<file path="src/rtl/sat_counter.sv">
`default_nettype none
// ============================================================================
// Module   : sat_counter
// Purpose  : Up counter that sticks at all-ones, with synchronous clear.
// Revision : 1.0 - initial release
// ============================================================================
module sat_counter #(
   parameter int W = 32
) (
   input  logic         clk,
   input  logic         rst,
   input  logic         inc,
   input  logic         clr,
   output logic [W-1:0] count
);

   logic [W-1:0] r_count;

   always_ff @(posedge clk or negedge rst) begin
      if (!rst) begin
         r_count <= '0;
      end else if (clr) begin
         r_count <= '0;
      end else if (inc && (r_count != '1)) begin
         r_count <= r_count + W'(1);
      end
   end

   assign count = r_count;

endmodule
`default_nettype wire

</file>
<file path="config.mk">
export PLATFORM = sky130hd
export DESIGN_NAME = sat_counter
export DESIGN_NICKNAME = d
export VERILOG_FILES = /design/src/rtl/sat_counter.sv
export SDC_FILE = /design/constraint.sdc
export NUM_CORES = 1
export LEC_CHECK = 0
export ABC_AREA = 1
export CORE_UTILIZATION = 40
export CTS_BUF_LIST = sky130_fd_sc_hd__clkbuf_16
export CTS_CLUSTER_DIAMETER = 100
export DETAILED_ROUTE_END_ITERATION = 7
export SYNTH_ARGS = -nofsm -noshare
export SYNTH_HDL_FRONTEND = slang
export SYNTH_SLANG_ARGS = --single-unit
</file>
<file path="constraint.sdc">
create_clock -name clk -period 2.9 [get_ports clk]
set_input_delay 0.29 -clock clk [delete_from_list [all_inputs] [get_ports clk]]
set_output_delay 0.29 -clock clk [all_outputs]
set_load 0.03 [all_outputs]
</file>
==> flow_summary.yaml, run 1 <==
drt:
  via_per_inst: 4.947
  via_count: 2231
  post_drt_wl_per_cell_um: 13.90
  antenna_left: 0
  firstDrtPassIters: 4
  wirelength_um: 6268
  drt-initial-drc-count: 112
  drcViolationCount: 0
final_layout:
  drive_above_1_share: 0.06299
  antenna_cells: 0
  regArea_um2: 800.8
  synthToLayoutAreaGrowth_pct: 23.37
  largest_reg_flops: 32
  fin_area_um2: 2768
  final_cell_count_no_fill: 451
  nets: 386
  multiInputGateArea_um2: 1265
  fillers: 529
clock_network:
  clk_pin_slew_ps: 50
  post_cts.repair.setup_buffers: 0
  clockBufferDepth: 2
  numCtsBuffers: 5
  ctsResizeCount: 0
  h-tree-depth: 2
  hold_buffers: 0
  root_buffer: "clkbuf_16"
  cts_tree: "yes"
  insertion_delay_ps: 280
  clkSinkCount: 32
global_routing:
  use_met2: 0.3482
  grt-busiest-layer: "met2"
  met3_usage: 0.02976
  grt_pass1_wl_um: 10360
  overflow: 0
  first_global_vias: 2037
  grt_max_degree: 33
  antenna_found_initial: 0
  grt_usage: 0.2261
  grt_use_met1: 0.3239
placement:
  dp_cells: 444
  hpwl_um: 4412
  dpl_cell_area_um2: 2635
  portBuffers: 35
  place.gp.congestion: 0.8252
synth:
  synth_edf_count: 0
  synth_nets: 350
  synth-async-reset-ratio: 1.000
  synthesis.area_um2: 2243
  syn_avg_cell_area_um2: 6.503
  yosysWarnings: 0
  netlist.area_leader.share: 0.3569
  seq_area_frac_synth: 0.3569
  ys_ff_latch: 32
  yosysMostFrequentCell: "nand2_1"
  synth_ff_type: "dfrtp_1"
  postSynthCellCount: 345
  synthTopCellsByArea: "dfrtp_1 (36%), nand2_1 (23%), nor2_1 (8.7%), nand3_1 (7.6%), inv_1 (4.9%)"
  synth_largest_area_cell: "dfrtp_1"
  synth_top_cells_by_count: "nand2_1 (135), nor2_1 (52), nand3_1 (34), dfrtp_1 (32), inv_1 (29)"
  synth_cell_types: 26
setup_path:
  path_max_fanout: 14
  critical_path.slowest_cell: "a21oi_1"
  worstSetupPathType: "reg -> reg"
  crit_buf_inv: 0
  worstPathArrival_ps: 2560
  path_cells: "ha_1, nand2_2, nor2_4, nand2_4, nor2_8, a21oi_1, nand3_1, nand2_1"
  critPathMaxStageDelay_ps: 970
  cp.required_ps: 3110
  start_kind: "register"
  cpLargestDelayFamily: "compound AO/OA/AOI/OAI gates"
  end_kind: "register"
worst_hold_path:
  min_path_type: "in -> async"
timing:
  max_freq_mhz: 425.7
  drv_slew: 0
  finalClockSkew_ps: 4.089
  tns_ps: 0
  tightest_slew_ps: 1253
  maxSlewHeadroom: 0.1645
  finalSetupViolations: 0
  layout_worst_path_cycle_share: 0.8100
  min_period_ps: 2349
  finalHoldViolations: 0
  rsz0062_at_grt: "false"
floorplanning:
  die_h_um: 76.89
  num_rows: 26
  die-area_um2: 5912
  die_x_um: 76.89
  num_io_pins: 36
  core_area_um2: 5238
  start_util: 0.4283
power_and_ir_drop:
  powerDensity_nw_per_um2: 363.5
  power_leakage_nw: 1.225
  ir_drop_mv: 0.1994
job:
  cap_viol_max_count: 0
outcome:
  outcome: "finished clean"
==> stage by stage <==
step / power, W / utilization / hold WS (ps) / worst slack (ps)
3_3_place_gp: 0.0005225 / 0.5031 / 525.8 / 638.3
5_1_grt: 0.001043 / 0.5284 / 481.6 / 423.7
3_5_place_dp: 0.0005220 / 0.5031 / 548.0 / 610.6
2_1_floorplan: 0.0004962 / - / -5.591 / 1035
6_report: 0.001006 / 0.5284 / 426.6 / 551.1
4_1_cts: 0.001018 / 0.5284 / 448.3 / 573.7
==> placed cells by master (no fill, tap or decap), drive strengths merged <==
cell,instances
a21oi,4
a22oi,1
buf,2
clkbuf,5
clkdlybuf4s50,35
clkinv,2
dfrtp,32
ha,1
inv,31
nand2,142
nand3,34
nand3b,1
nand4,8
nor2,59
o21ai,14
or2,1
xnor2,4
xor2,5
==> per-layer routing <==
metal / vias up / share of wire
met4: 0 / 0.0097
li1: 1156 / -
met1: 1015 / 0.50
met3: 6 / 0.047
met5: - / 0
met2: 54 / 0.44
==> final timing paths <==
kind,startpoint,slack [ps],to,depth (start not counted)
worst max-delay path,count[1],550,count[5],8
worst min-delay path,rst,430,count[13],2
worst max register to register,count[1],550,count[5],8
worst min register to register,count[1],560,count[1],2
max in group asynchronous,rst,2150,count[25],2
min in group clk,count[1],560,count[1],2
==> power by group <==
part	internal, W	total [W]	switching, W
sequential	0.000449	0.000452	0.00000283
combinational	0.0000153	0.0000618	0.0000465
clock	0.000307	0.000492	0.000185
==> layout make-up <==
class / count / area share
multi-input cells: 274 / 0.4571
well taps: 70 / 0.03165
inverters: 31 / 0.04204
clock inverters: 2 / 0.002712
flip-flops and latches: 32 / 0.2893
repair buffers: 37 / 0.1320
clock buffers: 5 / 0.04521
==> cells by family (layout without fill, tap and decap cells) <==
| logic type | after synthesis | in the layout | synth area share |
|---|---|---|---|
| simple gates | 245 | 245 | 0.4796 |
| buf+inv | 39 | 75 | 0.07919 |
| flops | 32 | 32 | 0.3569 |
| compound gates | 19 | 19 | 0.04351 |
| xor+xnor | 9 | 9 | 0.03513 |
| fa+ha+maj | 1 | 1 | 0.005576 |
Note: power is estimated with default switching activity, not from simulation.
==> run 2: changes to the inputs <==
clock period = 2 ns   (was 2.9 ns; I/O delays follow)
==> run 2 against run 1 <==
  * Non-clock buffer count up 40
  * Worst hold slack got worse by 95 ps
  * Via count is 9.1% higher
  * Flip-flop and latch count is the same
  * Routed wire length rose by 4.2%
  * Maximum frequency increased by 33%
  * Setup slack got worse by 320 ps
  * Sequential power up 45%
  * First-iteration DRC count increased by 54%
  * Final area grew 11%
  * Combinational power grew 70%
  * Die area unchanged
==> flow_summary.yaml, run 2 (same netlist as run 1, synthesis figures left out) <==
outcome:
  outcome: "finished clean"
placement:
  hpwl_um: 4898
  place_ws_ps: -125.7
  place.gp.congestion: 0.8596
  dp_cells: 484
  portBuffers: 35
timing:
  max_freq_mhz: 565.1
  layout_worst_path_cycle_share: 0.8848
  tightest_slew_ps: 663.9
  min_period_ps: 1770
  drv_slew: 0
  tns_ps: 0
  finalSetupViolations: 0
  finalClockSkew_ps: 4.819
  maxSlewHeadroom: 0.5574
  fin_ws_ps: 230.3
  finalHoldViolations: 0
  hold_slack_ps: 331.2
  rsz0062_at_grt: "false"
power_and_ir_drop:
  power_leakage_nw: 1.437
  ir_drop_mv: 0.3189
  powerDensity_nw_per_um2: 478.7
global_routing:
  grt_max_degree: 33
  antenna_found_initial: 0
  first_global_vias: 2241
  grt_usage: 0.2364
  grt_pass1_wl_um: 10890
  overflow: 0
setup_path:
  end_kind: "register"
  startpoint: "count[0]"
  start_kind: "register"
  crit_end: "count[11]"
  reg2reg_slack_ps: 230
  worstSetupPathType: "reg -> reg"
  reg2reg_depth: 12
  cp.required_ps: 2160
  reg2reg_from: "count[0]"
  r2r-end: "count[11]"
  path_max_fanout: 20
  worstPathArrival_ps: 1930
final_layout:
  largest_reg_flops: 32
  fillers: 512
  nets: 426
  final_cell_count_no_fill: 491
  synthToLayoutAreaGrowth_pct: 37.03
  drive_above_1_share: 0.1544
  utilization: 0.5870
  antenna_cells: 0
  final_common_cell: "nand2_1"
  layout_common_cells: "nand2_1 (135), nor2_1 (52), buf_4 (42)"
drt:
  post_drt_wl_per_cell_um: 13.30
  via_count: 2435
  drt-initial-drc-count: 172
  antenna_left: 0
  wirelength_um: 6529
  via_per_inst: 4.959
  firstDrtPassIters: 4
  drcViolationCount: 0
clock_network:
  numCtsBuffers: 5
  insertion_delay_ps: 280
  clkSinkCount: 32
  clk_pin_slew_ps: 50
  hold_buffers: 0
  clockBufferDepth: 2
  h-tree-depth: 2
  root_buffer: "clkbuf_16"
  cts_tree: "yes"
job:
  cap_viol_max_count: 0
floorplanning:
  die-area_um2: 5912
  die_h_um: 76.89
  core_area_um2: 5238
  num_io_pins: 36
  die_x_um: 76.89
  num_rows: 26
  start_util: 0.4283
worst_hold_path:
  min_path_type: "in -> async"
## run 2: cell count changes in the layout (fill, tap and decap cells not counted)
cell,change
buf_4,+40
a21oi_1,-1
inv_4,+1
inv_2,-1
a21oi_2,+1
## run 2: metrics by stage
step / total power [W] / area, um2
floorplan: 0.0007195 / 2243
global placement: 0.0007690 / 2935
detailed placement: 0.0007693 / 2935
CTS: 0.001477 / 3072
global route: 0.001524 / 3074
finish: 0.001472 / 3074
## run 2: what timing repair did
| action | in CTS | in global routing |
|---|---|---|
| setup endpoints to repair | 14 | 5 |
| gates resized for setup | 1 | 2 |
| pin swaps | 0 | 0 |
| setup buffers | 0 | 0 |
## run 2: worst min-delay path by stage
stage	slack, ps	depth (start not counted)	to
final	330	2	count[10]
after global routing	380	2	count[10]
after CTS	350	2	count[10]
after detailed placement	560	2	count[21]
after global placement	550	2	count[31]
after floorplan	-100	0	count[0]
## run 2: critical path: stages (launching register included)
cell and delay (ps):
dfrtp_1 350, ha_1 180, nand2_2 70, nor2_4 110, nand2_4 80, nor2_8 110, buf_4 150, nand2_4 70
nand2_8 100, nand2_4 60, buf_4 210, nand2_1 80, o21ai_1 70
## run 2: cell type report
class,instances,area [um2],share of cell area
Multi-Input combinational cell,274,1269,0.4127
Tap cell,70,87.58,0.02849
Clock buffer,5,125.1,0.04070
Sequential cell,32,800.8,0.2605
Clock inverter,2,7.507,0.002442
Inverter,31,118.9,0.03867
Timing Repair Buffer,77,665.6,0.2165
## run 2: metal layers
layer  up-vias  GRT usage  wire [um]
li1       1235          -          -
met1      1124     0.3361       3202
met2        69     0.3625       2874
met3         7    0.04048        353
met4         0    0.07308         99
met5         -          0          0
## run 2: power by group
group / switching (W) / internal (W)
clock: 0.000268 / 0.000445
combinational: 0.0000721 / 0.0000330
sequential: 0.00000186 / 0.000652
==> run 3: changes to the inputs <==
CAP_MARGIN = 0   (was default)
==> results of run 3 <==
No change in the layout: final DEF, timing and power equal those of run 2.
